[config.mk]
export PLATFORM = sky130hd
export DESIGN_NAME = mult_pipe_tree
export DESIGN_NICKNAME = d
export VERILOG_FILES = /design/src/rtl/mult_pkg.sv /design/src/rtl/mult_tree_level.sv /design/src/rtl/mult_pipe_tree.sv
export SDC_FILE = /design/constraint.sdc
export NUM_CORES = 1
export LEC_CHECK = 0
export ABC_AREA = 1
export CORE_MARGIN = 2
export CORE_UTILIZATION = 50
export DETAILED_ROUTE_END_ITERATION = 10
export PLACE_DENSITY = 0.71
export SLEW_MARGIN = 25
export SYNTH_ARGS = -nofsm -noshare
export SYNTH_HDL_FRONTEND = slang
export SYNTH_SLANG_ARGS = --single-unit
[constraint.sdc]
create_clock -name clk -period 2 [get_ports clk]
set_input_delay 0.4 -clock clk [delete_from_list [all_inputs] [get_ports clk]]
set_output_delay 0.4 -clock clk [all_outputs]
set_load 0.005 [all_outputs]
[src/rtl/mult_pkg.sv]
// Shared definitions for the pipelined tree multiplier: clog2 helper, default width, stage sideband.
// Latency: n/a (package only).
// Backpressure: n/a. With MULT_PIPE_TAG_EN defined, the sideband also carries a transaction tag.
package mult_pkg;

    localparam int MULT_WIDTH_DEFAULT = 8;

`ifdef MULT_PIPE_TAG_EN
    localparam int MULT_TAG_W_DEFAULT = 4;
    // The sideband tag field is sized for the widest tag supported; the top
    // uses only the low TAG_W bits (TAG_W must not exceed this).
    localparam int MULT_TAG_W_MAX = 16;
`endif

    // Ceiling log2; clog2(1) = 0.
    function automatic int clog2(input int n);
        int r;
        r = 0;
        for (int v = n - 1; v > 0; v = v >> 1) begin
            r++;
        end
        return r;
    endfunction

    // Per-stage control travelling alongside the data.
    typedef struct packed {
        logic vld;
        logic neg;
`ifdef MULT_PIPE_TAG_EN
        logic [MULT_TAG_W_MAX-1:0] tag;
`endif
    } side_t;

endpackage

[src/rtl/mult_tree_level.sv]
// One adder-tree level: registers pairwise sums of TERMS_IN terms; the last level also applies the sign.
// Latency: 1 cycle.
// Backpressure: holds every register while stall is high; data only loads on a valid entry.
//
// Ports: clk, reset (async, active-low), stall, terms_in/side_in (previous level),
//        terms_out/side_out (registered sums and sideband).
module mult_tree_level
    import mult_pkg::*;
#(
    parameter int TERMS_IN = 2,
    parameter int WIDTH    = MULT_WIDTH_DEFAULT
) (
    input  logic                                 clk,
    input  logic                                 reset,
    input  logic                                 stall,
    input  logic [TERMS_IN-1:0][2*WIDTH-1:0]     terms_in,
    input  side_t                                side_in,
    output logic [TERMS_IN/2-1:0][2*WIDTH-1:0]   terms_out,
    output side_t                                side_out
);

    localparam int  PW   = 2 * WIDTH;
    localparam int  TOUT = TERMS_IN / 2;
    localparam bit  LAST = (TOUT == 1);

    logic [TOUT-1:0][PW-1:0] raw_sum;
    logic [TOUT-1:0][PW-1:0] sum_d;

    always_comb begin
        for (int j = 0; j < TOUT; j++) begin
            raw_sum[j] = terms_in[2*j] + terms_in[2*j+1];
        end
        sum_d = raw_sum;
        // The tree works on magnitudes; the final level restores the sign
        // (two's complement, modulo 2^PW).
        if (LAST && side_in.neg) begin
            sum_d[0] = ~raw_sum[0] + 1'b1;
        end
    end

    always_ff @(posedge clk or negedge reset) begin
        if (!reset) begin
            terms_out <= '0;
            side_out  <= '0;
        end else if (!stall) begin
            // Bubbles only clear valid, so the data (and z at the last level)
            // keep the most recent result.
            if (side_in.vld) begin
                terms_out <= sum_d;
                side_out  <= side_in;
            end else begin
                side_out.vld <= 1'b0;
            end
        end
    end

endmodule

[src/rtl/mult_pipe_tree.sv]
// Fully pipelined WIDTH x WIDTH multiplier (signed/unsigned per transaction): partial products + adder tree.
// Latency: STAGES = clog2(WIDTH)+1 register stages; one result per cycle.
// Backpressure: global stall when out_valid && !out_ready; in_ready = !stall, all stages hold.
//
// Ports: clk, reset (async, active-low), in_valid/in_ready/in_signed/a/b (operand side),
//        out_valid/out_ready/z (result side), busy (any stage valid).
// Optional: define MULT_PIPE_TAG_EN to add TAG_W, in_tag and out_tag (tag travels with its result).
module mult_pipe_tree
    import mult_pkg::*;
#(
    parameter int WIDTH = MULT_WIDTH_DEFAULT
`ifdef MULT_PIPE_TAG_EN
    ,
    parameter int TAG_W = MULT_TAG_W_DEFAULT
`endif
) (
    input  logic               clk,
    input  logic               reset,
    input  logic               in_valid,
    output logic               in_ready,
    input  logic               in_signed,
    input  logic [WIDTH-1:0]   a,
    input  logic [WIDTH-1:0]   b,
`ifdef MULT_PIPE_TAG_EN
    input  logic [TAG_W-1:0]   in_tag,
    output logic [TAG_W-1:0]   out_tag,
`endif
    output logic               out_valid,
    input  logic               out_ready,
    output logic [2*WIDTH-1:0] z,
    output logic               busy
);

    localparam int LEVELS = clog2(WIDTH);
    localparam int STAGES = LEVELS + 1;
    localparam int PW     = 2 * WIDTH;

    logic                    stall;
    logic                    accept;
    logic [WIDTH-1:0]        mag_a;
    logic [WIDTH-1:0]        mag_b;
    logic [WIDTH-1:0][PW-1:0] pp_d;
    logic [WIDTH-1:0][PW-1:0] pp_q;
    side_t                   side0_q;
    side_t                   side [STAGES];

    // Tree nodes in heap order: a level holding T terms occupies [T-1 .. 2T-2];
    // the partial products are the leaves and node[0] is the final result.
    logic [PW-1:0]           node [2*WIDTH-1];

    assign stall    = out_valid && !out_ready;
    assign in_ready = !stall;
    assign accept   = in_valid && in_ready;

    // Magnitudes fit in WIDTH unsigned bits, including -2^(W-1) -> 2^(W-1).
    always_comb begin
        mag_a = (in_signed && a[WIDTH-1]) ? -a : a;
        mag_b = (in_signed && b[WIDTH-1]) ? -b : b;
        for (int i = 0; i < WIDTH; i++) begin
            pp_d[i] = mag_b[i] ? ({{WIDTH{1'b0}}, mag_a} << i) : '0;
        end
    end

    always_ff @(posedge clk or negedge reset) begin
        if (!reset) begin
            pp_q    <= '0;
            side0_q <= '0;
        end else if (!stall) begin
            if (accept) begin
                pp_q        <= pp_d;
                side0_q.vld <= 1'b1;
                side0_q.neg <= in_signed && (a[WIDTH-1] ^ b[WIDTH-1]);
`ifdef MULT_PIPE_TAG_EN
                side0_q.tag <= MULT_TAG_W_MAX'(in_tag);
`endif
            end else begin
                side0_q.vld <= 1'b0;
            end
        end
    end

    assign side[0] = side0_q;

    for (genvar i = 0; i < WIDTH; i++) begin : g_leaf
        assign node[WIDTH-1+i] = pp_q[i];
    end

    for (genvar l = 1; l <= LEVELS; l++) begin : g_level
        localparam int TIN  = WIDTH >> (l - 1);
        localparam int TOUT = TIN / 2;

        logic [TIN-1:0][PW-1:0]  lvl_in;
        logic [TOUT-1:0][PW-1:0] lvl_out;

        for (genvar j = 0; j < TIN; j++) begin : g_in
            assign lvl_in[j] = node[TIN-1+j];
        end
        for (genvar j = 0; j < TOUT; j++) begin : g_out
            assign node[TOUT-1+j] = lvl_out[j];
        end

        mult_tree_level #(
            .TERMS_IN (TIN),
            .WIDTH    (WIDTH)
        ) u_level (
            .clk       (clk),
            .reset     (reset),
            .stall     (stall),
            .terms_in  (lvl_in),
            .side_in   (side[l-1]),
            .terms_out (lvl_out),
            .side_out  (side[l])
        );
    end

    assign z         = node[0];
    assign out_valid = side[LEVELS].vld;
`ifdef MULT_PIPE_TAG_EN
    assign out_tag   = side[LEVELS].tag[TAG_W-1:0];
`endif

    always_comb begin
        busy = 1'b0;
        for (int s = 0; s < STAGES; s++) begin
            busy = busy | side[s].vld;
        end
    end

endmodule

; Word level (Yosys, flattened, before mapping)
; Index checks and enable logic that the tools add are counted.
; Widths: inputs -> output; s select.
[classes]
add_sub_neg = 10
n_mux = 15
bitwise_logic = 6
n_reduce_logical = 11
[op_table]
columns = operator, count
row1 = $add 16x16->16, 7
row2 = $mux 8, 3
row3 = $add 16x1->16 const B, 1
row4 = $mux 16, 1
row5 = $neg 8->8, 2
row6 = $not 16->16, 1
row7 = $mux 15, 1
row8 = $mux 14, 1
row9 = $mux 13, 1
row10 = $mux 12, 1
row11 = $mux 11, 1
row12 = $mux 10, 1
row13 = $mux 9, 1
row14 = $reduce_and 2->1, 4
row15 = $logic_and 1x1->1, 5
row16 = $mux 1, 4
row17 = $or 1x1->1, 3
row18 = $logic_not 1->1, 2
row19 = $not 1->1, 1
row20 = $xor 1x1->1, 1
[word_totals]
ff_bits = 247
in_bits = 21
out_inout_bits = 19
elab_cells = 64

; Depth between registers and ports, before layout
[logic_depth]
depth_word = 5
ltp_mapped = 16
depth_no_buf = 16

; Hierarchy
; Synthesis repeated with hierarchy kept, for this count alone.
[hier_totals]
cells_unflattened = 2141
hier_area_um2 = 14109.8
[modules_own_cells]
columns = mod, instances, cells_per_inst, area_per_inst_um2, seq_area_each_um2
row1 = mult_tree_level at g_level[1].u_level, 1, 956, 5988.2, 1651.6
row2 = mult_tree_level at g_level[2].u_level, 1, 483, 3090.5, 850.8
row3 = mult_pipe_tree, 1, 358, 2952.8, 1651.6
row4 = mult_tree_level at g_level[3].u_level, 1, 344, 2078.2, 450.4

; Worst setup path after synthesis
; No wires, ideal clock.
[synth_timing]
path_kind = reg2reg
from = reg g_level[2].u_level.terms_out[4] (netlist name)
to = reg g_level[3].u_level.terms_out[12] (netlist name)
setup_ns = 0.118
arrival_ns = 1.987
required_ns = 1.882
setup_slack_ns = -0.105
stages_incl_launch_ff = 15
path_buffers = 0
period_less_slack_ns = 2.105
cell_sequence = dfrtp_1 > ha_1 > fa_1 > nor2_1 > nand3_1 > nor2_4 > nand2_2 > nor2_2 > nand2_2 > nor2_4 > nand2_1 > nand2_1 > nand3_1 > nand3_1 > nand2_1
[synth_via]
elab_chain_cells = 4
[synth_lines]
columns = element, line
row1 = "start, declared", mult_tree_level.sv:18  ; output logic [TERMS_IN/2-1:0][2*WIDTH-1:0] terms_out,
row2 = "start signal, assigned", mult_tree_level.sv:49  ; terms_out <= sum_d;
row3 = $add 16x16->16 (*), mult_tree_level.sv:31  ; raw_sum[j] = terms_in[2*j] + terms_in[2*j+1];
row4 = $not 16->16, mult_tree_level.sv:37  ; sum_d[0] = ~raw_sum[0] + 1'b1;
row5 = $add 16x1->16, mult_tree_level.sv:37
row6 = $mux 16 (*), mult_tree_level.sv:36  ; if (LAST && side_in.neg) begin
row7 = "end signal, assigned", mult_tree_level.sv:49
row8 = "end, declared", mult_tree_level.sv:18
; Mark *: on every way between the ends. The rest lies on a longest branch, timed or not.
; A chain may end at the register's enable or synchronous reset.

; Final worst setup path
[layout_timing]
from = reg g_level[2].u_level.terms_out[20] (netlist name)
to = reg g_level[3].u_level.terms_out[14] (netlist name)
; The elaborated chain is that of the path after synthesis.

==> run metrics <==
startpoint-to-endpoint class of the critical path=flop to flop; Vias per Instance=5.093; CTS clock-pin slew for the worst setup and hold paths=0.06 ns; Post-route DRC=0; accumulated negative setup slack=-0.8814 ns; most common library cell in the layout ignoring fill and taps=nand2_1; worst hold path cell count=2; Worst R2R Setup Slack=-0.16 ns; switching portion of total power=between 30% and 40%; Internal=8993 uW; Total Die Area=18240 sq um; worst path cell trace=ha_2 -> fa_2 -> or2_1 -> nand2_2 -> inv_2 -> nor2_4 -> nand2_2 -> nor2_2 -> nand2_2 -> nor2_4 -> nand3_2 -> nand2_1 -> nand2_1 -> nand3_1 -> nand2_1; number of different library cells in the post-synthesis netlist=39; total wire length after detailed routing=a little under 20000 um; global-route wire length before repair=32820 um; TritonCTS clock tree=built; Rel. slew slack=56.75%; slew of the pin with the lowest slew margin=0.6487 ns; Chip Width=135.1 um; beginning of the worst register-to-register path=g_level[2].u_level.terms_out[20]; RSZ-0062 raised after global routing=true; clock tree skew after final layout=0.01222 ns; overall overflow remaining after global route=0; Highest Clock Rate=approximately 460 MHz; final weighted congestion in routability-driven placement=0.8676; final setup margin=-0.1630 ns; Startpoint Class=flop; number of global-route vias before repair=7012; CP peak stage delay=0.38 ns; clock root buffer master=clkbuf_16; CP top delay family=simple AND/OR/NAND/NOR gates; Synth Warn #=0; antenna diode instance count=0; Arr. time, crit path=2.48 ns; post-route clock period utilization=108.1%; DRC marker count from the first detailed-route iteration=323; worst min path class=flop to flop; register share of total power=32.3%; total global-route track usage=22.53%; worst path bufs/invs=1; number of iterations in the first detailed-routing pass=5; placeable core area=16700 sq um; Min Hold Slack=approximately 0.48 ns; violations in the final reports=setup timing; height of the die=135.1 um; amount of wire on met3 after detailed routing=between 500 and 600 um; flops & latches, synth=between 150 and 200; combinational group share of total power=45.9%; Boundary Pins=40; part of the Yosys area used for sequential elements=44.29%; time the final worst path needs with I/O delays and setup=about 2.2 ns; Cell Pwr Density=about 1400 nW/um^2; hold path endpoint=g_level[3].u_level.terms_out[11]; synthesized area divided by synthesized cell count=8.079 sq um; max layer used=met4; gate count of the mapped netlist=1063; maximum number of pins on one net before global-route repair=between 50 and 60; Clock Path Buffers=2; leak pwr=0.005201 uW; commonest cells after routing, fill and taps aside=302 x nand2_1, 152 x dfrtp_1, 121 x o21ai_0; worst min-delay path startpoint=g_level[3].u_level.terms_out[11]; largest vdd supply drop=approximately 0.82 mV; number of sinks on the clock net=152; data required time at the worst endpoint=2.32 ns; clk_lat worst skew=between 0.4 and 0.5 ns; count of buffers inserted at the top-level ports=39; largest fanout on the critical path=3; critical-path cell with the highest stage delay=dfrtp_1; final number of hold-violating endpoints=0; max-cap violation count=0; antenna viol nets, final=0; starting density of the core=51.42%; Register-to-Register Path Depth=15; final setup violation count=8; met1 layer wirelength in the final routing=8776 um; synthesized netlist net count=1147; Clock power frac=a little over a fifth; sum of met2 wire segment lengths after detailed routing=9619 um; max-slew violation count=0; filler cell count=1459; antenna violations before repair=0; nets=1255; clock buffer count from CTS=17; crit end category=flop; count of vias placed by the detailed router=7150; H-Tree Level Count=4; DPL Wire Length=14240 um; Std-Cell Rows=47; Critical R2R Capture=g_level[3].u_level.terms_out[14]; run status=complete, but fails checks; post-synthesis instance area=8588 sq um; switching pwr=5959 uW; wire length per cell=13.74 um; area delta synth->final=22.22%; fraction of final layout cells sized beyond drive strength 1=between 10% and 20%
==> timing repair <==
action                                  4_1_cts  5_1_grt
hold buffers                                  1        0
setup buffers                                11        9
resized for setup                             7       39
endpoints found under the hold margin        43        0
gates cloned                                  0        0
pin swaps                                     7       24
endpoints found under the setup margin       11       26
==> registers in the layout, indices dropped and copies added, names as in the netlist <==
name                       flops
g_level.u_level.terms_out     81
g_level.u_level.side_out       5
g_level.lvl_in                64
side                           2
==> worst min-delay path, cell delays in order (launching register included) <==
cell	delay, ns
dfrtp_1	0.34
nand2_1	0.05
nand2_1	0.05
==> metal layers <==
metal / track usage, % / vias to the layer above
li1: - / 3676
met2: 39.37 / 120
met5: 0 / -
met3: 4.242 / 31
met1: 28.09 / 3323
met4: 7.697 / 0
==> cell type report <==
cell class / count / area, sq um / area share [%]
multi-input combinational: 756 / 4334 / 41.29
tap: 220 / 275.3 / 2.622
clock buffer: 20 / 466.7 / 4.446
timing repair buffer: 114 / 988.4 / 9.417
sequential: 152 / 3804 / 36.24
clock inverter: 12 / 140.1 / 1.335
inverter: 130 / 488.0 / 4.649
==> cell families after synthesis <==
| logic type | synth area share (%) |
|---|---|
| flip-flops | 44.29 |
| AND/OR/NAND/NOR | 22.54 |
| buffers and inverters | 7.022 |
| adder cells (fa/ha/maj) | 9.790 |
| XOR/XNOR | 3.773 |
| AO/OA/AOI/OAI | 12.59 |
==> metrics by stage <==
stage | std cells | utilization, % | total power (uW) | area (sq um) | setup WS (ns)
finish | 1404 | 62.85 | 14950 | 10500 | -0.1630
global route | 1404 | 62.85 | 16220 | 10500 | -0.3431
CTS | 1395 | 61.64 | 14720 | 10290 | -0.1759
detailed placement | 1351 | 57.35 | 11310 | 9578 | -0.2029
global placement | 1351 | 57.35 | 11190 | 9578 | -0.1152
floorplan | 1063 | - | 9237 | 8593 | -0.03918
==> worst max-delay path by stage <==
| stage | start | end | slack, ns | cells after the start |
|---|---|---|---|---|
| 2_1_floorplan | g_level[2].u_level.terms_out[20] | g_level[3].u_level.terms_out[12] | -0.04 | 15 |
| 3_3_place_gp | a[0] | g_level[1].lvl_in[89] | -0.12 | 9 |
| 3_5_place_dp | a[0] | g_level[1].lvl_in[106] | -0.20 | 9 |
| 4_1_cts | g_level[2].u_level.terms_out[4] | g_level[3].u_level.terms_out[12] | -0.18 | 15 |
| 5_1_grt | g_level[2].u_level.terms_out[20] | g_level[3].u_level.terms_out[12] | -0.34 | 15 |
| 6_report | g_level[2].u_level.terms_out[20] | g_level[3].u_level.terms_out[14] | -0.16 | 15 |
==> synth_stat cells (all sizes together) <==
master	number	area, sq um
nand2	318	1226
dfrtp	152	3804
o21ai	132	664.4
inv	130	488.0
nand3	60	325.3
ha	56	700.7
nor2	55	236.5
a21oi	29	148.9
xor2	28	245.2
clkbuf	18	67.56
o22ai	14	87.58
nand4	10	62.56
xnor2	9	78.83
buf	7	47.54
fa	7	140.1
or2	7	43.79
o211ai	6	45.04
nor3	4	20.02
o31ai	4	30.03
a211oi	2	15.01
a21boi	2	15.01
a21o	2	15.01
a31oi	2	12.51
nand3b	2	15.01
o21bai	2	15.01
a22o	1	8.760
a22oi	1	7.510
and2	1	6.260
o21a	1	7.510
o221ai	1	8.760
==> power by group through the flow <==
stage | clock (uW) | combinational (uW) | sequential [uW]
3_5_place_dp | 0 | 6460 | 4850
4_1_cts | 3280 | 6630 | 4810
5_1_grt | 3430 | 7830 | 4960
6_report | 3250 | 6870 | 4830
2_1_floorplan | 0 | 4610 | 4620
3_3_place_gp | 0 | 6360 | 4830
(Power assumes the default switching activity.)
